<file path="config.mk">
export PLATFORM = sky130hd
export DESIGN_NAME = seven_segment_rx
export DESIGN_NICKNAME = d
export VERILOG_FILES = /design/src/rtl/seven_seg_pkg.sv /design/src/rtl/seven_seg_glyph_decode.sv /design/src/rtl/seven_segment_rx.sv
export SDC_FILE = /design/constraint.sdc
export NUM_CORES = 1
export LEC_CHECK = 0
export CORE_MARGIN = 2
export CORE_UTILIZATION = 40
export DETAILED_ROUTE_END_ITERATION = 8
export PLACE_DENSITY = 0.57
export SLEW_MARGIN = 10
export SYNTH_ARGS = -nofsm -noshare
export SYNTH_HDL_FRONTEND = slang
export SYNTH_HIERARCHICAL = 1
export SYNTH_SLANG_ARGS = --single-unit
</file>
<file path="constraint.sdc">
create_clock -name clk -period 3.9 [get_ports clk]
set_clock_uncertainty 0.15 [all_clocks]
set_input_delay 0.975 -clock clk [delete_from_list [all_inputs] [get_ports clk]]
set_output_delay 0.975 -clock clk [all_outputs]
set_load 0.02 [all_outputs]
</file>
<file path="src/rtl/seven_seg_pkg.sv">
// Shared types, glyph table and decode helper for the seven-segment receiver.
`default_nettype none

package seven_seg_pkg;

  localparam int NUM_DIGITS = 8;

  typedef logic [6:0] seg_t;

  // Active-low glyphs, bit order gfedcba
  localparam seg_t GLYPH_0 = 7'b1000000;
  localparam seg_t GLYPH_1 = 7'b1111001;
  localparam seg_t GLYPH_2 = 7'b0100100;
  localparam seg_t GLYPH_3 = 7'b0110000;
  localparam seg_t GLYPH_4 = 7'b0011001;
  localparam seg_t GLYPH_5 = 7'b0010010;
  localparam seg_t GLYPH_6 = 7'b0000010;
  localparam seg_t GLYPH_7 = 7'b1111000;
  localparam seg_t GLYPH_8 = 7'b0000000;
  localparam seg_t GLYPH_9 = 7'b0010000;
  localparam seg_t GLYPH_A = 7'b0001000;
  localparam seg_t GLYPH_B = 7'b0000011;
  localparam seg_t GLYPH_C = 7'b1000110;
  localparam seg_t GLYPH_D = 7'b0100001;
  localparam seg_t GLYPH_E = 7'b0000110;
  localparam seg_t GLYPH_F = 7'b0001110;

  typedef enum logic [1:0] {
    IDLE   = 2'd0,
    SETTLE = 2'd1,
    HELD   = 2'd2
  } rx_state_t;

  // Returns {legal, nibble}; illegal patterns return all zeros.
  function automatic logic [4:0] seg_to_nibble(seg_t seg);
    logic [4:0] res;
    case (seg)
      GLYPH_0: res = 5'h10;
      GLYPH_1: res = 5'h11;
      GLYPH_2: res = 5'h12;
      GLYPH_3: res = 5'h13;
      GLYPH_4: res = 5'h14;
      GLYPH_5: res = 5'h15;
      GLYPH_6: res = 5'h16;
      GLYPH_7: res = 5'h17;
      GLYPH_8: res = 5'h18;
      GLYPH_9: res = 5'h19;
      GLYPH_A: res = 5'h1A;
      GLYPH_B: res = 5'h1B;
      GLYPH_C: res = 5'h1C;
      GLYPH_D: res = 5'h1D;
      GLYPH_E: res = 5'h1E;
      GLYPH_F: res = 5'h1F;
      default: res = 5'h00;
    endcase
    return res;
  endfunction

endpackage

`default_nettype wire

</file>
<file path="src/rtl/seven_seg_glyph_decode.sv">
// Combinational glyph decoder: active-low segment pattern to hex nibble.
`default_nettype none

module seven_seg_glyph_decode
  import seven_seg_pkg::*;
(
  input  logic [6:0] segment,
  output logic [3:0] nibble,
  output logic       legal
);

  logic [4:0] dec;

  assign dec    = seg_to_nibble(segment);
  assign legal  = dec[4];
  assign nibble = dec[3:0];

endmodule

`default_nettype wire

</file>
<file path="src/rtl/seven_segment_rx.sv">
// Seven-segment bus receiver: debounces each digit dwell, decodes it and
// assembles a 32-bit frame once all eight digits have been captured.
`default_nettype none

module seven_segment_rx
  import seven_seg_pkg::*;
#(
  parameter int STABLE_SAMPLES = 4
) (
  input  logic        clk,
  input  logic        rst,
  input  logic        sample_en,
  input  logic [6:0]  segment,
  input  logic [7:0]  anode,
  output logic [31:0] value,
  output logic        value_valid,
  output logic        frame_valid,
  output logic        err_pattern,
  output logic        err_anode
);

  localparam logic [3:0] STABLE_CNT = 4'(STABLE_SAMPLES);

  rx_state_t   state;
  logic [3:0]  cnt;
  logic [7:0]  prev_anode;
  seg_t        prev_segment;
  logic [7:0]  mask;
  logic [31:0] digit_buf;

  logic [7:0]  sel;
  logic        blank;
  logic        multi;
  logic        same;
  logic        new_dwell;
  logic        settle_done;
  logic        do_capture;
  logic [2:0]  idx;
  logic [3:0]  nibble;
  logic        legal;
  logic [7:0]  mask_next;
  logic [31:0] buf_next;

  seven_seg_glyph_decode u_decode (
    .segment (segment),
    .nibble  (nibble),
    .legal   (legal)
  );

  assign sel   = ~anode;
  assign blank = (sel == 8'h00);
  // Clearing the lowest set bit leaves something only if two or more were set
  assign multi = ((sel & (sel - 8'd1)) != 8'h00);
  assign same  = (anode == prev_anode) && (segment == prev_segment);

  always_comb begin
    idx = 3'd0;
    for (int i = 0; i < NUM_DIGITS; i++) begin
      if (sel[i]) idx = 3'(i);
    end
  end

  assign new_dwell   = !same || (state == IDLE);
  assign settle_done = (state == SETTLE) && same && ((cnt + 4'd1) == STABLE_CNT);
  assign do_capture  = !blank && !multi &&
                       ((new_dwell && (STABLE_CNT == 4'd1)) || (!new_dwell && settle_done));

  assign mask_next = mask | (8'h01 << idx);

  always_comb begin
    buf_next = digit_buf;
    for (int i = 0; i < NUM_DIGITS; i++) begin
      if (idx == 3'(i)) buf_next[4*i +: 4] = nibble;
    end
  end

  always_ff @(posedge clk) begin
    if (rst) begin
      state        <= IDLE;
      cnt          <= 4'd0;
      prev_anode   <= 8'hFF;
      prev_segment <= 7'h7F;
      mask         <= 8'h00;
      digit_buf    <= 32'h0;
      value        <= 32'h0;
      value_valid  <= 1'b0;
      frame_valid  <= 1'b0;
      err_pattern  <= 1'b0;
      err_anode    <= 1'b0;
    end else begin
      frame_valid <= 1'b0;
      err_pattern <= 1'b0;
      err_anode   <= 1'b0;
      if (sample_en) begin
        prev_anode   <= anode;
        prev_segment <= segment;

        if (blank || multi) begin
          state     <= IDLE;
          cnt       <= 4'd0;
          err_anode <= multi;
        end else if (new_dwell) begin
          cnt   <= 4'd1;
          state <= (STABLE_CNT == 4'd1) ? HELD : SETTLE;
        end else if (state == SETTLE) begin
          cnt <= cnt + 4'd1;
          if (settle_done) state <= HELD;
        end

        if (do_capture) begin
          if (legal) begin
            digit_buf <= buf_next;
            if (mask_next == 8'hFF) begin
              mask        <= 8'h00;
              value       <= buf_next;
              frame_valid <= 1'b1;
              value_valid <= 1'b1;
            end else begin
              mask <= mask_next;
            end
          end else begin
            err_pattern <= 1'b1;
          end
        end
      end
    end
  end

endmodule

`default_nettype wire

</file>
* Word level (Yosys, flattened, before mapping) *
Index checks and enable logic that the tools add are counted.
Widths: inputs -> output; s select.

storage, ports and cells
  flip-flop bits (word level) = 97

operators by class
  shift operators = 1
  add/subtract/negate cells = 2
  muxes and demuxes = 26
  equal/unequal tests = 27
  bitwise logic cells = 7
  reductions and logical operators = 26

operators by type and width
  operator             count
  $pmux 5 s16          1
  $mux 4               11
  $eq 7x7->1 const B   4
  $eq 7x5->1 const B   3
  $eq 7x6->1 const B   3
  $mux 3               5
  $eq 7x2->1 const B   2
  $eq 7x4->1 const B   2
  $eq 3x3->1 const B   4
  $mux 2               5
  $and 8x8->8          1
  $eq 8x8->1           1
  $eq 8x8->1 const B   1
  $logic_not 8->1      1
  $mux 8               1
  $not 8->8            1
  $or 8x8->8           1
  $reduce_bool 8->1    1
  $shl 1x3->8 const A  1
  $sub 8x1->8 const B  1
  $eq 7x3->1 const B   1
  $eq 7x7->1           1
  $logic_not 7->1      1
  $eq 3x2->1 const B   2
  other kinds (17)     34

* Longest topological paths before layout *
  depth in word-level cells = 12
  mapped depth = 11

* Modules after synthesis *
Netlist, hierarchy kept.

modules (own cells, without submodules)
  module                  cells an instance  area each (µm²)  sequential area each (µm²)  instances
  seven_segment_rx        475                4682.0           1941.9                      1
  seven_seg_glyph_decode  57                 377.9            0.0                         1

* Worst setup path before layout *
Ideal clock, no wire load.

  kind = in2reg
  start = in segment[6]
  end = reg value[21]
  stages = 11
  slack = 0.233 ns
  arrival = 3.377 ns
  data required time = 3.610 ns
  cells stage by stage = buf_6 or4b_1 a2111oi_2 a41oi_1 nand4_1 nand3_1 a2111oi_4 and2_1 buf_4 buf_6 a211oi_2

on the way
  elaborated cells on any way between the ends = 28
  those cells by class = eq/ne (16); mux (2); reduce/logical (10)

RTL lines
  item                                 RTL line                 text
  start: declaration                   seven_segment_rx.sv:13   input logic [6:0] segment,
  $eq 7x4->1 (tied with other cells)   seven_seg_pkg.sv:37      case (seg)
  $pmux 5 s16 *                        seven_seg_pkg.sv:37
  via legal                            seven_segment_rx.sv:40   logic legal;
  $reduce_and 4->1 (no source line) *  --
  end signal: assignment               seven_segment_rx.sv:115  value <= buf_next;
  end: declaration                     seven_segment_rx.sv:15   output logic [31:0] value,

Mark *: on every way through the listed nets, which the timed path passes. The rest lies on a longest branch.
A chain may end at the register's enable or synchronous reset.

* Worst setup path after layout *
  start = in segment[4]
  end = reg value[7]

The elaborated chain is that of the path after synthesis.

==> impl_summary.md <==
Final layout
The library cell used most frequently in the layout, excluding fill and tap cells, is sky130_fd_sc_hd__dfxtp_1. Of the cells placed in the final design, the portion with a size suffix greater than 1 is 0.140. Measured on the finished design, the core utilization comes to 0.487. The final layout contains 599 nets. After routing the design area is 6080 µm². The area growth from synthesis to final layout is 20.1%. The library cells used most frequently in the layout, excluding fill and tap cells, are sky130_fd_sc_hd__dfxtp_1 (97), sky130_fd_sc_hd__mux2i_1 (64), sky130_fd_sc_hd__clkdlybuf4s50_1 (52). The number of antenna diodes in the final layout is 0.

Timing
For this run, the top clock speed supported by timing is 269 MHz. Dividing the final minimum period by the clock period gives 0.954. In the final timing run, aggregate negative setup slack is 0 ns. The clock period minus final worst setup slack is 3.72 ns. The max-slew violation count came to 0. Setup violations remaining at the end of the flow were counted as 0. The final hold violation count was 0. Setup repair after global routing left no endpoint under its margin. At the pin with the least slew margin, the transition time is 0.690 ns.

Measured against its own limit, the worst slew margin works out to 0.536.

Drt
The number of violations reported at the end of detailed-routing iteration 0 is 157. The first TritonRoute pass finished after 5 iterations. In this run the remaining antenna-violating nets after routing total 0.

The via count of the routed design is 4,082. The via density per instance is 5.39. Summed over all layers, the routed wires come to 12.4 mm.

The routed wirelength normalized by instance count is 16.3 µm. The count of unresolved DRC violations after routing is 0.

Placement
The HPWL reported at the end of detailed placement is 8.39 mm. Once placement finished, the instance area stood at 5800 µm². At the end of routability-driven placement, the weighted congestion stood at 0.862. The count of port buffers added during placement is 53.

Floorplan
From bottom edge to top edge, the die measures 116 µm. The die covers 13,600 µm². The initialized floorplan defines 41 standard-cell rows. The die width is 116 µm. After floorplanning, the core was sized to cover 12,500 µm².

The effective utilization at floorplan is 0.406. During I/O placement, the number of pins put on the boundary was 54.

Clocking
In this run, post-CTS hold repair placed 0 buffers. The clock-pin slew on the worst setup and hold paths is 0.07 ns. The root buffer selected by CTS is sky130_fd_sc_hd__clkbuf_16. Clock latency on the worst-skew pair, taken at its later pin, is 0.35 ns.

The clock tree from TritonCTS is yes. Counting along the longest clock path gives a buffer depth of 2. The H-tree depth reported by CTS is 3.

The number of clock buffers added by TritonCTS is 9. The tree built by TritonCTS fans out to 97 sinks.

Critical path
The capturing element type of the critical path is a flop. STA classifies the critical path startpoint as an input pin. In this design, the largest share of critical-path delay is due to simple AND/OR/NAND/NOR gates. Data arrives at the worst endpoint at 3.83 ns. The required time of the critical path is 4.01 ns. Among all stages on the critical path, the largest delay is contributed by sky130_fd_sc_hd__clkdlybuf4s50_1. For this run, the slowest stage of the critical path takes 0.49 ns. In this run the worst path has a maximum fanout of 42. The critical path contains buffers and inverters numbering 3 combined. Walking the worst path, the cells encountered are clkdlybuf4s50_1, buf_4, nand2_1, nor4_1, a22oi_1, nand4_1, nand3_1, a2111oi_4, buf_12, a21oi_1, a211oi_1. The class of the most critical setup path is in -> reg.

Run status
The flow ran to the end, and the final reports show no timing, DRC or antenna violations.

GRT
The initial antenna violation count is 0. The first global-routing pass estimated 20.4 mm of wire. The routing usage on met3 is 0.0420.

The maximum number of pins on one net before global-route repair is 43. met2 is the most crowded layer. The met1 usage is 0.250. The via count of the first global-routing pass was 4,042. For this run, global-route usage on met2 was measured as 0.319. The global routing usage summed across all routing layers is 0.192.

After global routing the overflow that remains totals 0.

Synth
The number of enable flip-flop cells after synthesis is 0. The post-synthesis sequential element count is 97. The average size of a mapped cell is 9.51 µm². Synthesis produced a netlist with a net count of 551.

For this run, the register share of the synthesized area comes to 0.384. The count of warnings emitted by yosys is 6. Among all flip-flop cells after synthesis, the most frequent one is sky130_fd_sc_hd__dfxtp_1. The count of unique library cells instantiated by Yosys is 64.

Counting flops with an async set or reset pin after synthesis yields a share of 0. The cell area that synthesis handed to floorplanning was 5060 µm². Counting every instance in the synthesized netlist gives 532.

Min path
In this run the worst hold path is classified as reg -> reg.

Power
IR analysis of the VDD net gives a maximum drop of 283 µV. In this run the power density over the cells is 336 nW/µm². The leakage power total is 2.20 nW.

Job
The number of violations of the max-capacitance limit is 0.
where the power goes:
group          leakage, nW  internal, mW  switching, mW  total, mW
clock network        0.143         0.451          0.395      0.846
logic                 1.27        0.0819          0.105      0.187
registers            0.786          1.00        0.00717       1.01
registers in the layout (all words and copies together), names as in the netlist:
| register | cells |
|---|---|
| value_valid | 1 |
| frame_valid | 1 |
| cnt | 4 |
| digit_buf | 32 |
| state | 2 |
| err_anode | 1 |
| mask | 8 |
| err_pattern | 1 |
| prev_anode | 8 |
| prev_segment | 7 |
| value | 32 |
layout make-up:
class	instances	area, µm²
Clock inverter	6	41.3
Inverter	6	22.5
Sequential cell	97	1940
Multi-Input combinational cell	376	2790
Timing Repair Buffer	90	828
Fill cell	1199	6390
Tap cell	172	215
Clock buffer	10	239
tightest hold or removal path: stages, from the launching register on:
cell	delay, ns
sky130_fd_sc_hd__dfxtp_1	0.31
sky130_fd_sc_hd__nand2b_1	0.06
sky130_fd_sc_hd__mux2i_1	0.06
cells by family after synthesis:
family,share of synthesized area
mux,0.127
compound gates,0.197
buf+inv,0.0653
xor+xnor,0.0260
flops,0.384
fa+ha+maj,0.00247
simple gates,0.199
stage by stage:
step,cells,worst slack (ns),power [mW],hold WS (ns)
final,757,0.179,2.04,0.327
after global routing,757,0.00709,2.12,0.345
after CTS,757,0.139,2.07,0.330
after detailed placement,741,-0.218,1.22,0.318
after global placement,741,-0.169,1.22,0.302
after floorplan,532,0.233,1.16,0.298
metal layers:
| metal | wire (µm) | vias up |
|---|---|---|
| met4 | 138 | 0 |
| met1 | 5880 | 1954 |
| met5 | 0 | - |
| met2 | 5900 | 81 |
| met3 | 444 | 12 |
| li1 | - | 2035 |
cells in the mapped netlist, types with 3 or more instances:
master	number	area (µm²)
sky130_fd_sc_hd__dfxtp_1	97	1940
sky130_fd_sc_hd__o211ai_1	3	22.5
sky130_fd_sc_hd__nor4_1	8	50.1
sky130_fd_sc_hd__nor3_1	13	65.1
sky130_fd_sc_hd__nand2_1	30	113
sky130_fd_sc_hd__buf_2	11	55.1
sky130_fd_sc_hd__buf_4	9	67.6
sky130_fd_sc_hd__a21oi_1	48	240
sky130_fd_sc_hd__nand3_1	8	40.0
sky130_fd_sc_hd__inv_1	6	22.5
sky130_fd_sc_hd__nand2b_1	39	244
sky130_fd_sc_hd__o21ai_0	6	30.0
sky130_fd_sc_hd__buf_1	4	15.0
sky130_fd_sc_hd__a211o_1	16	140
sky130_fd_sc_hd__clkbuf_1	19	71.3
sky130_fd_sc_hd__xnor2_1	7	61.3
sky130_fd_sc_hd__a211oi_2	12	150
sky130_fd_sc_hd__a21o_1	3	22.5
sky130_fd_sc_hd__nor3b_1	4	30.0
sky130_fd_sc_hd__nand4b_1	4	35.0
sky130_fd_sc_hd__a211oi_1	22	165
sky130_fd_sc_hd__a31oi_1	3	18.8
sky130_fd_sc_hd__mux2i_1	64	641
sky130_fd_sc_hd__nand4_1	4	25.0
sky130_fd_sc_hd__nor2b_1	18	113
sky130_fd_sc_hd__buf_6	7	78.8
sky130_fd_sc_hd__xor2_1	8	70.1
sky130_fd_sc_hd__nor2_1	14	52.6
path summary, 6_finish.rpt:
kind	to	depth (start not counted)	startpoint	slack [ns]
max	value[7]	11	segment[4]	0.18
min	digit_buf[19]	2	digit_buf[19]	0.33
max reg2reg	value[7]	8	cnt[0]	1.24
min reg2reg	digit_buf[19]	2	digit_buf[19]	0.33
repair_timing:
item | 4_1_cts | 5_1_grt
buffers inserted | 0 | 0
resized for setup | 0 | 0
endpoints found under the hold margin | 0 | 0
setup endpoints to repair | 0 | 4
Power figures use the tool's default switching activity.
